$ cat config.mk
export PLATFORM = sky130hd
export DESIGN_NAME = branch_fifo
export DESIGN_NICKNAME = d
export VERILOG_FILES = /design/src/rtl/branch_fifo_pkg.sv /design/src/rtl/branch_fifo_mem.sv /design/src/rtl/branch_fifo.sv
export SDC_FILE = /design/constraint.sdc
export NUM_CORES = 1
export LEC_CHECK = 0
export CORE_MARGIN = 2
export CORE_UTILIZATION = 30
export CTS_BUF_LIST = sky130_fd_sc_hd__clkbuf_4
export CTS_CLUSTER_SIZE = 20
export DETAILED_ROUTE_END_ITERATION = 16
export PLACE_DENSITY = 0.44
export REMOVE_ABC_BUFFERS = 1
export SLEW_MARGIN = 10
export SYNTH_ARGS = -nofsm -noshare
export SYNTH_HDL_FRONTEND = slang
export SYNTH_SLANG_ARGS = --single-unit
$ cat constraint.sdc
create_clock -name clk -period 4.1 [get_ports clk]
set_clock_uncertainty 0.1 [all_clocks]
set_input_delay 0.82 -clock clk [delete_from_list [all_inputs] [get_ports clk]]
set_output_delay 0.82 -clock clk [all_outputs]
set_load 0.02 [all_outputs]
$ cat src/rtl/branch_fifo_pkg.sv
// Shared redirect types and default sizes for execute, branch_fifo and the pc stage.
`ifndef XLEN
`define XLEN 32
`endif
`ifndef THREAD_WIDTH
`define THREAD_WIDTH 3
`endif

package branch_fifo_pkg;
    localparam int XLEN              = `XLEN;
    localparam int THREAD_WIDTH      = `THREAD_WIDTH;
    localparam int BRANCH_FIFO_DEPTH = 8;

    typedef struct packed {
        logic [XLEN-1:0]         pc;
        logic [THREAD_WIDTH-1:0] thread_id;
    } branch_req_t;
endpackage

$ cat src/rtl/branch_fifo_mem.sv
// Register-array storage for branch_fifo: one append write port, one async read port.
// With BRANCH_FIFO_DEDUP_EN defined, a second write port rewrites a pending entry in place.
module branch_fifo_mem
    import branch_fifo_pkg::*;
#(
    parameter int DEPTH = BRANCH_FIFO_DEPTH,
    parameter int WIDTH = XLEN + THREAD_WIDTH,
    localparam int AW   = $clog2(DEPTH)
) (
    input  logic             clk,
    input  logic             rst,
    input  logic             i_we,
    input  logic [AW-1:0]    i_waddr,
    input  logic [WIDTH-1:0] i_wdata,
`ifdef BRANCH_FIFO_DEDUP_EN
    input  logic             i_we2,
    input  logic [AW-1:0]    i_waddr2,
    input  logic [WIDTH-1:0] i_wdata2,
`endif
    input  logic [AW-1:0]    i_raddr,
    output logic [WIDTH-1:0] o_rdata
);

    logic [WIDTH-1:0] r_mem [DEPTH];

    // Storage is cleared on reset so the head outputs read zero while empty.
    always_ff @(posedge clk) begin
        if (rst) begin
            for (int i = 0; i < DEPTH; i++) r_mem[i] <= '0;
        end else begin
            if (i_we) r_mem[i_waddr] <= i_wdata;
`ifdef BRANCH_FIFO_DEDUP_EN
            if (i_we2) r_mem[i_waddr2] <= i_wdata2;
`endif
        end
    end

    assign o_rdata = r_mem[i_raddr];

endmodule

$ cat src/rtl/branch_fifo.sv
// FWFT queue of branch redirects from execute to the pc stage; control lives here.
// Define BRANCH_FIFO_DEDUP_EN to coalesce redirects per thread (newest pc wins).
module branch_fifo
    import branch_fifo_pkg::*;
#(
    parameter int XLEN         = branch_fifo_pkg::XLEN,
    parameter int THREAD_WIDTH = branch_fifo_pkg::THREAD_WIDTH,
    parameter int DEPTH        = BRANCH_FIFO_DEPTH
) (
    input  logic                       clk,
    input  logic                       rst,
    input  logic                       push_i,
    input  logic [XLEN-1:0]            push_pc_i,
    input  logic [THREAD_WIDTH-1:0]    push_thread_id_i,
    input  logic                       br_ack_i,
    output logic [XLEN-1:0]            br_pc_o,
    output logic [THREAD_WIDTH-1:0]    br_thread_id_o,
    output logic                       branch_fifo_empty_o,
    output logic                       full_o,
    output logic [$clog2(DEPTH+1)-1:0] count_o,
    output logic                       overflow_o
);

    localparam int PW = $clog2(DEPTH);
    localparam int CW = $clog2(DEPTH+1);
    localparam int DW = XLEN + THREAD_WIDTH;

    logic [PW-1:0] r_rd_ptr;
    logic [PW-1:0] r_wr_ptr;
    logic [CW-1:0] r_count;
    logic          r_overflow;

    logic          w_empty;
    logic          w_full;
    logic          w_pop;
    logic          w_hit;
    logic          w_push;
    logic          w_drop;
    logic [DW-1:0] w_wdata;
    logic [DW-1:0] w_rdata;

    assign w_empty = (r_count == '0);
    assign w_full  = (r_count == CW'(DEPTH));
    assign w_pop   = br_ack_i && !w_empty;
    assign w_wdata = {push_pc_i, push_thread_id_i};

`ifdef BRANCH_FIFO_DEDUP_EN
    localparam int NT = 1 << THREAD_WIDTH;

    logic [NT-1:0] r_pend;
    logic [PW-1:0] r_slot [NT];

    // A pending entry leaving as head this cycle can't be rewritten; append instead.
    assign w_hit = push_i && r_pend[push_thread_id_i]
                   && !(w_pop && (r_slot[push_thread_id_i] == r_rd_ptr));

    always_ff @(posedge clk) begin
        if (rst) begin
            r_pend <= '0;
            for (int i = 0; i < NT; i++) r_slot[i] <= '0;
        end else begin
            if (w_pop) r_pend[w_rdata[THREAD_WIDTH-1:0]] <= 1'b0;
            if (w_push) begin
                r_pend[push_thread_id_i] <= 1'b1;
                r_slot[push_thread_id_i] <= r_wr_ptr;
            end
        end
    end
`else
    assign w_hit = 1'b0;
`endif

    assign w_push = push_i && !w_hit && (!w_full || w_pop);
    assign w_drop = push_i && !w_hit && w_full && !w_pop;

    always_ff @(posedge clk) begin
        if (rst) begin
            r_rd_ptr   <= '0;
            r_wr_ptr   <= '0;
            r_count    <= '0;
            r_overflow <= 1'b0;
        end else begin
            if (w_push) r_wr_ptr <= r_wr_ptr + PW'(1);
            if (w_pop)  r_rd_ptr <= r_rd_ptr + PW'(1);
            unique case ({w_push, w_pop})
                2'b10:   r_count <= r_count + CW'(1);
                2'b01:   r_count <= r_count - CW'(1);
                default: r_count <= r_count;
            endcase
            if (w_drop) r_overflow <= 1'b1;
        end
    end

    branch_fifo_mem #(
        .DEPTH (DEPTH),
        .WIDTH (DW)
    ) u_mem (
        .clk      (clk),
        .rst      (rst),
        .i_we     (w_push),
        .i_waddr  (r_wr_ptr),
        .i_wdata  (w_wdata),
`ifdef BRANCH_FIFO_DEDUP_EN
        .i_we2    (w_hit),
        .i_waddr2 (r_slot[push_thread_id_i]),
        .i_wdata2 (w_wdata),
`endif
        .i_raddr  (r_rd_ptr),
        .o_rdata  (w_rdata)
    );

    assign br_pc_o             = w_rdata[DW-1:THREAD_WIDTH];
    assign br_thread_id_o      = w_rdata[THREAD_WIDTH-1:0];
    assign branch_fifo_empty_o = w_empty;
    assign full_o              = w_full;
    assign count_o             = r_count;
    assign overflow_o          = r_overflow;

endmodule

# Word-level counts from Yosys, hierarchy flattened
# Memory sizes are Yosys's and may differ from the RTL's. A register that Yosys moved wholly into a read port is not among the register bits.
# Cells that the tools add are included.
# word_totals
out_inout_bits	42
mem_count	1
input_bits	39
romBits	0
ff_bits	11
latchBits	0
ram_bits	280
# memory_table
memory	words	width	rd	rd_clocked_by_memory_dff	wr	line	text
u_mem.r_mem	8	35	1	1	8	branch_fifo_mem.sv:24	logic [WIDTH-1:0] r_mem [DEPTH];
# classes
n_eq_ne	3
div	0
mux	11
shifts	0
multipliers	0
bitwise_logic	0
add_sub_neg	4
n_lt_le_gt_ge	0
reduce_logical	11
# op_table
operator	count
2-to-1 mux 35 bit	1
OR reduction 35 bit	1
2-to-1 mux 3 bit	3
one-hot mux 4 bit (2 select lines)	1
adder 3 x 1 -> 3 bit, second input constant	2
2-to-1 mux 1 bit	6
adder 4 x 1 -> 4 bit, second input constant	1
equality test 4 bit, second input constant	1
logical AND 1 bit	4
zero test 4 bit	1
subtractor 4 x 1 -> 4 bit, second input constant	1
zero test 1 bit	3
equality test 2 x 1 -> 1 bit, second input constant	1
equality test 2 bit, second input constant	1
nonzero test 2 bit	1
logical OR 1 bit	1

# Logic depth before layout (Yosys ltp)
# logic_depth
depth_word	10
mapped_depth	9
mapped_depth_nobuf	8

# Hierarchy
# From an unflattened synthesis, not the netlist that was laid out.
# unflattened
hier_cells	870
hier_area_um2	13565.5
# by_module_without_submodules
module	instances	cells_per_inst	area_per_inst_um2	seq_area_each_um2
branch_fifo_mem	1	797	12888.6	8408.1
branch_fifo	1	73	676.9	220.2

# Least setup slack after synthesis
# Ideal clock, no wire load.
# synth_path
path_kind	input to register
startpoint	in push_i
endpoint	mem u_mem.r_mem[3][0] in the netlist's numbering (enable)
arrival_ps	3290
setup_slack_ps	275
stages	5
cell_sequence	clkbuf_1 > o21a_1 > buf_2 > nand2_1 > o21bai_1
# synth_rtl
element	line	text
from (decl)	branch_fifo.sv:12	input logic push_i,
to (decl)	branch_fifo_mem.sv:24	

==> results.sh <==
export IMPL_outcome="finished, final reports clean"
export IMPL_postCtsHoldBufs=0
export IMPL_cts_buffer_depth=3
export IMPL_syn_inst=824
export IMPL_fmax_mhz=262.5
export IMPL_met2RoutedLength_um=17770
export IMPL_hold_class="flip-flop to flip-flop"
export IMPL_yosysWarnings=0
export IMPL_worst_hold_slack_ns=0.3815
export IMPL_worstPathArrival_ns=2.89
export IMPL_drc=0
export IMPL_grt_total_usage=0.1630
export IMPL_finalInstanceArea_um2=16170
export IMPL_cts_buffers=86
export IMPL_endpoint_kind="output pin"
export IMPL_place_port_buffers=80
export IMPL_initial_core_util=0.3033
export IMPL_slowest_stage="dfxtp_4"
export IMPL_cts_tree="done"
export IMPL_synth_area_leaders="edfxtp_1 63%, mux4_2 12%, and2_1 9.8%"
export IMPL_ys_async_sr_fraction=0
export IMPL_crit_type="flip-flop to output pin"
export IMPL_critPathRequiredTime_ns=3.18
export IMPL_clkSlewWorstSetupHoldPaths_ns=0.06
export IMPL_r2r_setup_slack_ns=1.48
export IMPL_setup_viol=0
export IMPL_drtIter0Drc=536
export IMPL_p_leak_nw=6.080
export IMPL_reg2regPathDepth=6
export IMPL_synth_top_cell_area_share=0.6268
export IMPL_grt_max_degree=55
export IMPL_crit_chain="buf_4 > mux4_2 > mux2_2 > clkdlybuf4s50_1"
export IMPL_grt_pass1_wl_um=55070
export IMPL_wl_met1_um=16670
export IMPL_synth_seq_cells=294
export IMPL_core_um2=44220
export IMPL_crit_fanout=27
export IMPL_routed_wl_um=36930
export IMPL_wl_per_cell_um=22.74
export IMPL_clock_latency_ns=0.73
export IMPL_reg2reg_from="count_o[1]"
export IMPL_htree_levels=3
export IMPL_nets=1019
export IMPL_chipHeight_um=215.5
export IMPL_dr_wl_met3_um=1583
export IMPL_top_layer="met5"
export IMPL_syn2layout_area_growth_pct=20.58
export IMPL_postCtsResizedCells=0
export IMPL_r2r_end="u_mem.r_mem[1][32]"
export IMPL_mappedNetlistArea_um2=13410
export IMPL_gp_congestion=0.6935
export IMPL_yosys_most_used_dff="edfxtp_1"
export IMPL_post_route_period_util=0.9290
export IMPL_hold_violations=0
export IMPL_grt_setup_unrepaired="false"
export IMPL_clk_root_buffer_cell="clkbuf_4"
export IMPL_cts_sinks=294
export IMPL_worstSetupStartpointType="flip-flop"
export IMPL_io_pins=81
export IMPL_ys_seq_area_frac=0.6477
export IMPL_die_area_um2=46420
export IMPL_first_pass_iters=4
export IMPL_post_route_min_period_ns=3.809
export IMPL_syn_avg_cell_area_um2=16.28
export IMPL_synth_edf_count=280
export IMPL_slew_violations=0
export IMPL_slowest_delay_ns=0.67
export IMPL_critPathCapture="br_pc_o[27]"
export IMPL_ant_nets=0
export IMPL_antenna_found_initial=5
export IMPL_synth_common_cells="280 x edfxtp_1, 210 x and2_1, 72 x and3_1, 70 x mux4_2, 35 x mux2_2"
export IMPL_grt_ovfl_total=0
export IMPL_powerDensity_nw_per_um2=509.9
export IMPL_drive_above_1_share=0.2903
export IMPL_num_vias=7606
export IMPL_cap_violations=0
export IMPL_synth_largest_area_cell="edfxtp_1"
export IMPL_dpl_instance_area_um2=15060
export IMPL_yosysMostFrequentCell="edfxtp_1"
export IMPL_vdd_drop_max_uv=297.4
export IMPL_rows=77
export IMPL_die_width_um=215.5
export IMPL_ys_types=42
export IMPL_dp_hpwl_um=20050
export IMPL_slew_headroom=0.2368
export IMPL_worstMarginPinSlew_ns=1.144
export IMPL_grt_pass1_vias=8470
export IMPL_vias_per_cell=4.683
cell families after synthesis:
| kind of cell | Yosys count | synth area share |
|---|---|---|
| and+or+nand+nor | 329 | 0.1554 |
| DFF | 294 | 0.6477 |
| muxes | 105 | 0.1469 |
| buffers and inverters | 65 | 0.03032 |
| AOI/OAI and AO/OA | 21 | 0.01231 |
| xor gates and xnor gates | 7 | 0.004571 |
| adders and majority gates | 3 | 0.002799 |
worst min path at each step:
stage / startpoint / endpoint / slack (ns) / cells after the start
after floorplan: r_rd_ptr[1] / flip-flop / 0.35 / 2
after global placement: overflow_o / overflow_o / 0.36 / 2
after detailed placement: r_rd_ptr[1] / flip-flop / 0.36 / 2
after CTS: r_rd_ptr[1] / flip-flop / 0.38 / 2
after global routing: overflow_o / overflow_o / 0.41 / 2
final: overflow_o / overflow_o / 0.38 / 2
critical path, delay by kind of cell (launching register included):
kind                   cells  cell delay, ns
flip-flops                 1            0.67
buffers and inverters      2            0.84
multiplexers               2            0.65
registers in the layout, indices dropped and copies added (netlist names), named ones only:
signal and flops:
count_o 4, overflow_o 1, r_rd_ptr 3, r_wr_ptr 3, u_mem.r_mem 280
cells in the final DEF (no fill, tap or decap), drive strengths merged, types with 5 or more instances in the layout:
master	Yosys	final
edfxtp	280	280
and2	210	210
clkbuf	30	121
clkdlybuf4s50	0	80
and3	72	72
mux4	70	70
buf	32	47
mux2	35	35
clkinv	0	16
nor2	14	14
dfxtp	14	14
nand2	10	10
xnor2	5	5
inv	3	5
report_power, final:
group          total, W  leakage (nW)  internal, W  switching, W
logic           0.00196          2.43      0.00103      0.000925
clock network   0.00270         0.621      0.00147       0.00124
registers       0.00359          3.03      0.00347      0.000120
total           0.00825          6.08      0.00597       0.00228
what timing repair did:
action	CTS	global route
endpoints found under the setup margin	13	0
endpoints found under the hold margin	0	0
buffers inserted	5	0
stage by stage:
| step | instances | total power [W] | setup WS [ns] | util | TNS, ns |
|---|---|---|---|---|---|
| 3_3_place_gp | 1476 | 0.005584 | 0.7665 | 0.3405 | 0 |
| 3_5_place_dp | 1476 | 0.005575 | 0.7770 | 0.3405 | 0 |
| 2_1_floorplan | 762 | 0.004815 | -0.7609 | - | -34.23 |
| 5_1_grt | 1623 | 0.008657 | 0.1331 | 0.3657 | 0 |
| 4_1_cts | 1622 | 0.008420 | 0.1814 | 0.3656 | 0 |
| 6_report | 1624 | 0.008247 | 0.2909 | 0.3658 | 0 |
final cells by class:
class / count / area [um^2]
timing repair buffer: 127 / 1316
sequential: 294 / 8697
clock buffer: 121 / 908.4
antenna: 2 / 5.005
clock inverter: 20 / 128.9
inverter: 3 / 11.26
multi-input combinational: 465 / 4367
fill: 4166 / 28050
tap: 592 / 740.7
metal layers:
layer | up-vias | track usage
met4 | 4 | 0.06115
met1 | 3888 | 0.2145
met5 | - | 0
met2 | 177 | 0.2643
li1 | 3470 | -
met3 | 67 | 0.03608
No activity file was read; power rests on OpenSTA's default activity.
==> RTL edit 1, RTL diff (config.mk and constraints unchanged) <==
Add a define of `BRANCH_FIFO_DEDUP_EN`.
--- a/src/rtl/branch_fifo_mem.sv
+++ b/src/rtl/branch_fifo_mem.sv
@@ -1,4 +1,6 @@
 // Register-array storage for branch_fifo: one append write port, one async read port.
 // With BRANCH_FIFO_DEDUP_EN defined, a second write port rewrites a pending entry in place.
+`define BRANCH_FIFO_DEDUP_EN
+
 module branch_fifo_mem
     import branch_fifo_pkg::*;
Formal check against the unedited RTL: not equivalent (a bounded check fails within 4 cycles, from zero or initial values and one cycle with rst high).
==> RTL edit 1 against the original RTL <==
  * Area after synthesis is 12% higher
  * Sequential cell count rose by 32
  * Wire length increased by 18%
  * Total power rose by 25%
  * Cell area is 18% higher
  * Setup slack lost 0.10 ns
  * Fmax decreased by 2.6%
  * Clock power grew 16%
  * Critical endpoint is now count_o[3]
==> RTL edit 1: results (changes against the original RTL) <==
outcome=finished clean (unchanged); # Post-CTS Setup Buffers=4 (was 5); slowest CP cell=clkdlybuf4s50_1 (was dfxtp_4); Max VDD drop=0.232 mV (was 0.297 mV); met3 global-route usage=4.00% (was 3.61%); largest net degree at the start of global routing=44 (was 55); CTS Buf Count=94 (was 86); gpl congestion=0.804 (was 0.694); Clock Latency Late Sink=0.80 ns (was 0.73 ns); Fmax=256 MHz (was 263 MHz); fin nets=1336 (was 1019); Worst Path Max Fanout=5 (was 27); largest stage delay on the critical path=0.61 ns (was 0.67 ns); post-synthesis sequential area ratio=63.4% (was 64.8%); R2R Path Start=r_slot[7][1] (was count_o[1]); Static Leakage=6.73 nW (was 6.08 nW); Starting DRT DRC Count=617 (was 536); Synth Area in XOR/XNOR=0.290% (was 0.457%); detailed-placement wirelength estimate=26.9 mm (was 20.0 mm); Total Routed Length=43.4 mm (was 36.9 mm); Tot GR Track Use=17.0% (was 16.3%); top post-synthesis cells by area=edfxtp_1 60%, mux4_2 11%, nor3_1 4.7%, mux2_2 3.1%, nor2_1 3.0% (was edfxtp_1 63%, mux4_2 12%, and2_1 9.8%, and3_1 3.4%, mux2_2 2.9%); global routing usage on met1=21.5% (about the same); DR vias=10.1k (was 7606); initial antenna violation count=4 (was 5)
==> RTL edit 1: cell types whose count changed after synthesis, moves of 24 or more <==
cell and change:
edfxtp_1 +24, nand2_1 +61, and3_1 -35, and2_1 -206, nor3b_1 +35, nor2_1 +106
nor3_1 +139
==> RTL edit 1: final cells by class <==
| class | count | area, um^2 |
|---|---|---|
| Clock buffer | 153 | 1150 |
| Sequential cell | 326 | 9580 |
| Clock inverter | 21 | 97.6 |
| Fill cell | 4900 | 30800 |
| Inverter | 8 | 30.0 |
| Multi-Input combinational cell | 661 | 5250 |
| Antenna cell | 1 | 2.50 |
| Tap cell | 672 | 841 |
| Timing Repair Buffer | 201 | 2130 |
==> RTL edit 1: final timing paths <==
check / endpoint / slack, ns / depth (start not counted)
max: count_o[3] / 0.19 / 15
min reg2reg: overflow_o / 0.38 / 2
max reg2reg: count_o[3] / 0.49 / 14
min: overflow_o / 0.38 / 2
==> RTL edit 1: stage by stage <==
step | total power, mW | std cells | util, % | instance area (um^2)
6_report | 10.3 | 2043 | 38.3 | 19100
5_1_grt | 10.9 | 2043 | 38.3 | 19100
4_1_cts | 10.5 | 2042 | 38.3 | 19100
3_5_place_dp | 7.28 | 1864 | 35.6 | 17800
3_3_place_gp | 7.28 | 1864 | 35.6 | 17800
2_1_floorplan | 5.83 | 995 | - | 14700
==> RTL edit 1: routing by layer <==
metal | wire, um | vias up
met2 | 21500 | 264
met1 | 18800 | 5083
li1 | - | 4634
met5 | 13 | -
met3 | 2150 | 79
met4 | 945 | 2
==> RTL edit 1: report_power, final <==
group / switching, mW / leakage (nW) / internal [mW] / total, mW
Combinational: 1.63 / 2.63 / 1.47 / 3.10
Sequential: 0.150 / 3.35 / 3.96 / 4.11
Clock: 1.45 / 0.747 / 1.69 / 3.13
==> RTL edit 2, RTL diff (same settings) <==
Made on the original files. Put one more register stage on the output `count_o`. The value now appears one clock later. The other outputs are not delayed to match.
--- a/src/rtl/branch_fifo.sv
+++ b/src/rtl/branch_fifo.sv
@@ -114,5 +114,7 @@
     assign branch_fifo_empty_o = w_empty;
     assign full_o              = w_full;
-    assign count_o             = r_count;
+    always_ff @(posedge clk) begin
+        count_o <= r_count;
+    end
     assign overflow_o          = r_overflow;
 
Check against the original RTL: not equivalent (a bounded check fails within 4 cycles, from zero or initial values and one cycle with rst high).
==> RTL edit 2 against the original RTL <==
  * Fmax down 0.60%
  * Setup slack worse by 0.023 ns
  * Sequential cell count up 4
  * Combinational power down 5%
  * Core utilization down 0.11 points
  * Total power down 0.61%
  * Wire length up 3.3%
  * Cell area up 0.12%
  * Area after synthesis up 0.91%
  * Sequential share of layout area up 0.43 points
  * Largest power group unchanged
==> RTL edit 2: results (changes against the original RTL) <==
Core Box Area=44400 um^2 (was 44200 um^2); Tot GR Track Use=16.5% (was 16.3%); fraction of layout cells with a size suffix above 1=29.4% (was 29.0%); mux share of post-synthesis cell area=14.6% (was 14.7%); Max VDD drop=0.262 mV (was 0.297 mV); first-pass GRT wire length=56.8 mm (was 55.1 mm); Seq area share=54.2% (was 53.8%); # clk buffers=131 (was 121); Clock buf/inv share=6.43% (was 6.41%); Data arrival, critical path=2.91 ns (was 2.89 ns); Static Leakage=6.70 nW (was 6.08 nW); fin nets=1013 (was 1019); outcome=finished clean (unchanged); area post-placement=15100 um^2 (about the same); CTS Buf Count=84 (was 86); Total Routed Length=38.1 mm (was 36.9 mm); synth cell count leaders=281 x and3_1, 280 x edfxtp_1, 70 x mux4_2, 42 x clkbuf_1, 35 x mux2_2 (was 280 x edfxtp_1, 210 x and2_1, 72 x and3_1, 70 x mux4_2, 35 x mux2_2); bufs w/o clock=124 (was 127); Hold Slack=0.341 ns (was 0.382 ns); multi-input logic cell count=460 (was 465); Starting DRT DRC Count=422 (was 536); Reg2Reg Setup Slack=1.29 ns (was 1.48 ns); Area Overhead vs Synth=19.6% (was 20.6%); adder-cell share of the synthesized area=0.277% (was 0.280%); detailed-placement wirelength estimate=19.6 mm (was 20.0 mm); Synth Instances=845 (was 824); Non-Filler Instances=1625 (was 1624); fillers=4179 (was 4166); initial antenna violation count=3 (was 5); pre-CTS setup slack=0.863 ns (was 0.777 ns); #FFs+latches synth=298 (was 294); largest net degree at the start of global routing=281 (was 55); NonClk Buf Share=7.83% (was 8.14%); multi-input combinational area share=26.9% (was 27.0%); top post-synthesis cells by area=edfxtp_1 62%, and3_1 13%, mux4_2 12%, mux2_2 2.9%, dfxtp_1 2.7% (was edfxtp_1 63%, mux4_2 12%, and2_1 9.8%, and3_1 3.4%, mux2_2 2.9%); # Post-CTS Setup Buffers=0 (was 5); setup slack after layout=0.268 ns (was 0.291 ns); Placed Cells=1470 (was 1476)
==> RTL edit 2: cell types whose count changed in the layout (fill, tap and decap cells not counted), sizes merged, moves of 3 or more <==
| cell | unedited run | this run |
|---|---|---|
| and2 | 210 | 0 |
| o21bai | 3 | 0 |
| nand2 | 10 | 7 |
| a31o | 3 | 0 |
| o21ai | 2 | 7 |
| and3 | 72 | 281 |
| dfxtp | 14 | 18 |
| clkbuf | 121 | 131 |
| buf | 47 | 44 |
| nor4b | 4 | 1 |
==> RTL edit 2: worst paths after layout <==
| check | start | to | cells past startpoint |
|---|---|---|---|
| worst max-delay path | register | br_pc_o[31] | 4 |
| worst min-delay path | r_count[3] | count_o[3] | 0 |
| worst max register to register | r_count[0] | u_mem.r_mem[0][9] | 4 |
| worst min register to register | r_count[3] | count_o[3] | 0 |
==> RTL edit 2: power by group <==
group / total [mW] / internal (mW) / leakage (nW) / switching, mW
registers: 3.65 / 3.51 / 3.06 / 0.131
clock network: 2.68 / 1.44 / 0.629 / 1.25
logic: 1.87 / 0.970 / 3.01 / 0.898
total: 8.20 / 5.92 / 6.70 / 2.27
==> RTL edit 2: critical path, cell delays in order, from the launching register on <==
cell and delay (ns):
dfxtp_4 0.68, buf_4 0.31, mux4_2 0.33, mux2_2 0.30, clkdlybuf4s50_1 0.54
==> RTL edit 2: cell families (layout without fill, tap and decap cells) <==
family                   Yosys count  in the layout
flip-flops                       298            298
multiplexers                     106            106
AO/OA/AOI/OAI                     18             18
other                              0              2
buffers and inverters             87            273
AND/OR/NAND/NOR                  326            326
XOR/XNOR                           7              7
adder cells (fa/ha/maj)            3              3
==> RTL edit 2: per-layer routing <==
layer  vias up  GRT usage [%]  wire length, um
li1       3660              -                -
met1      4161           22.2            17400
met2       185           26.6            18400
met3        48           3.52             1710
met4         4           5.09              616
met5         -              0               34
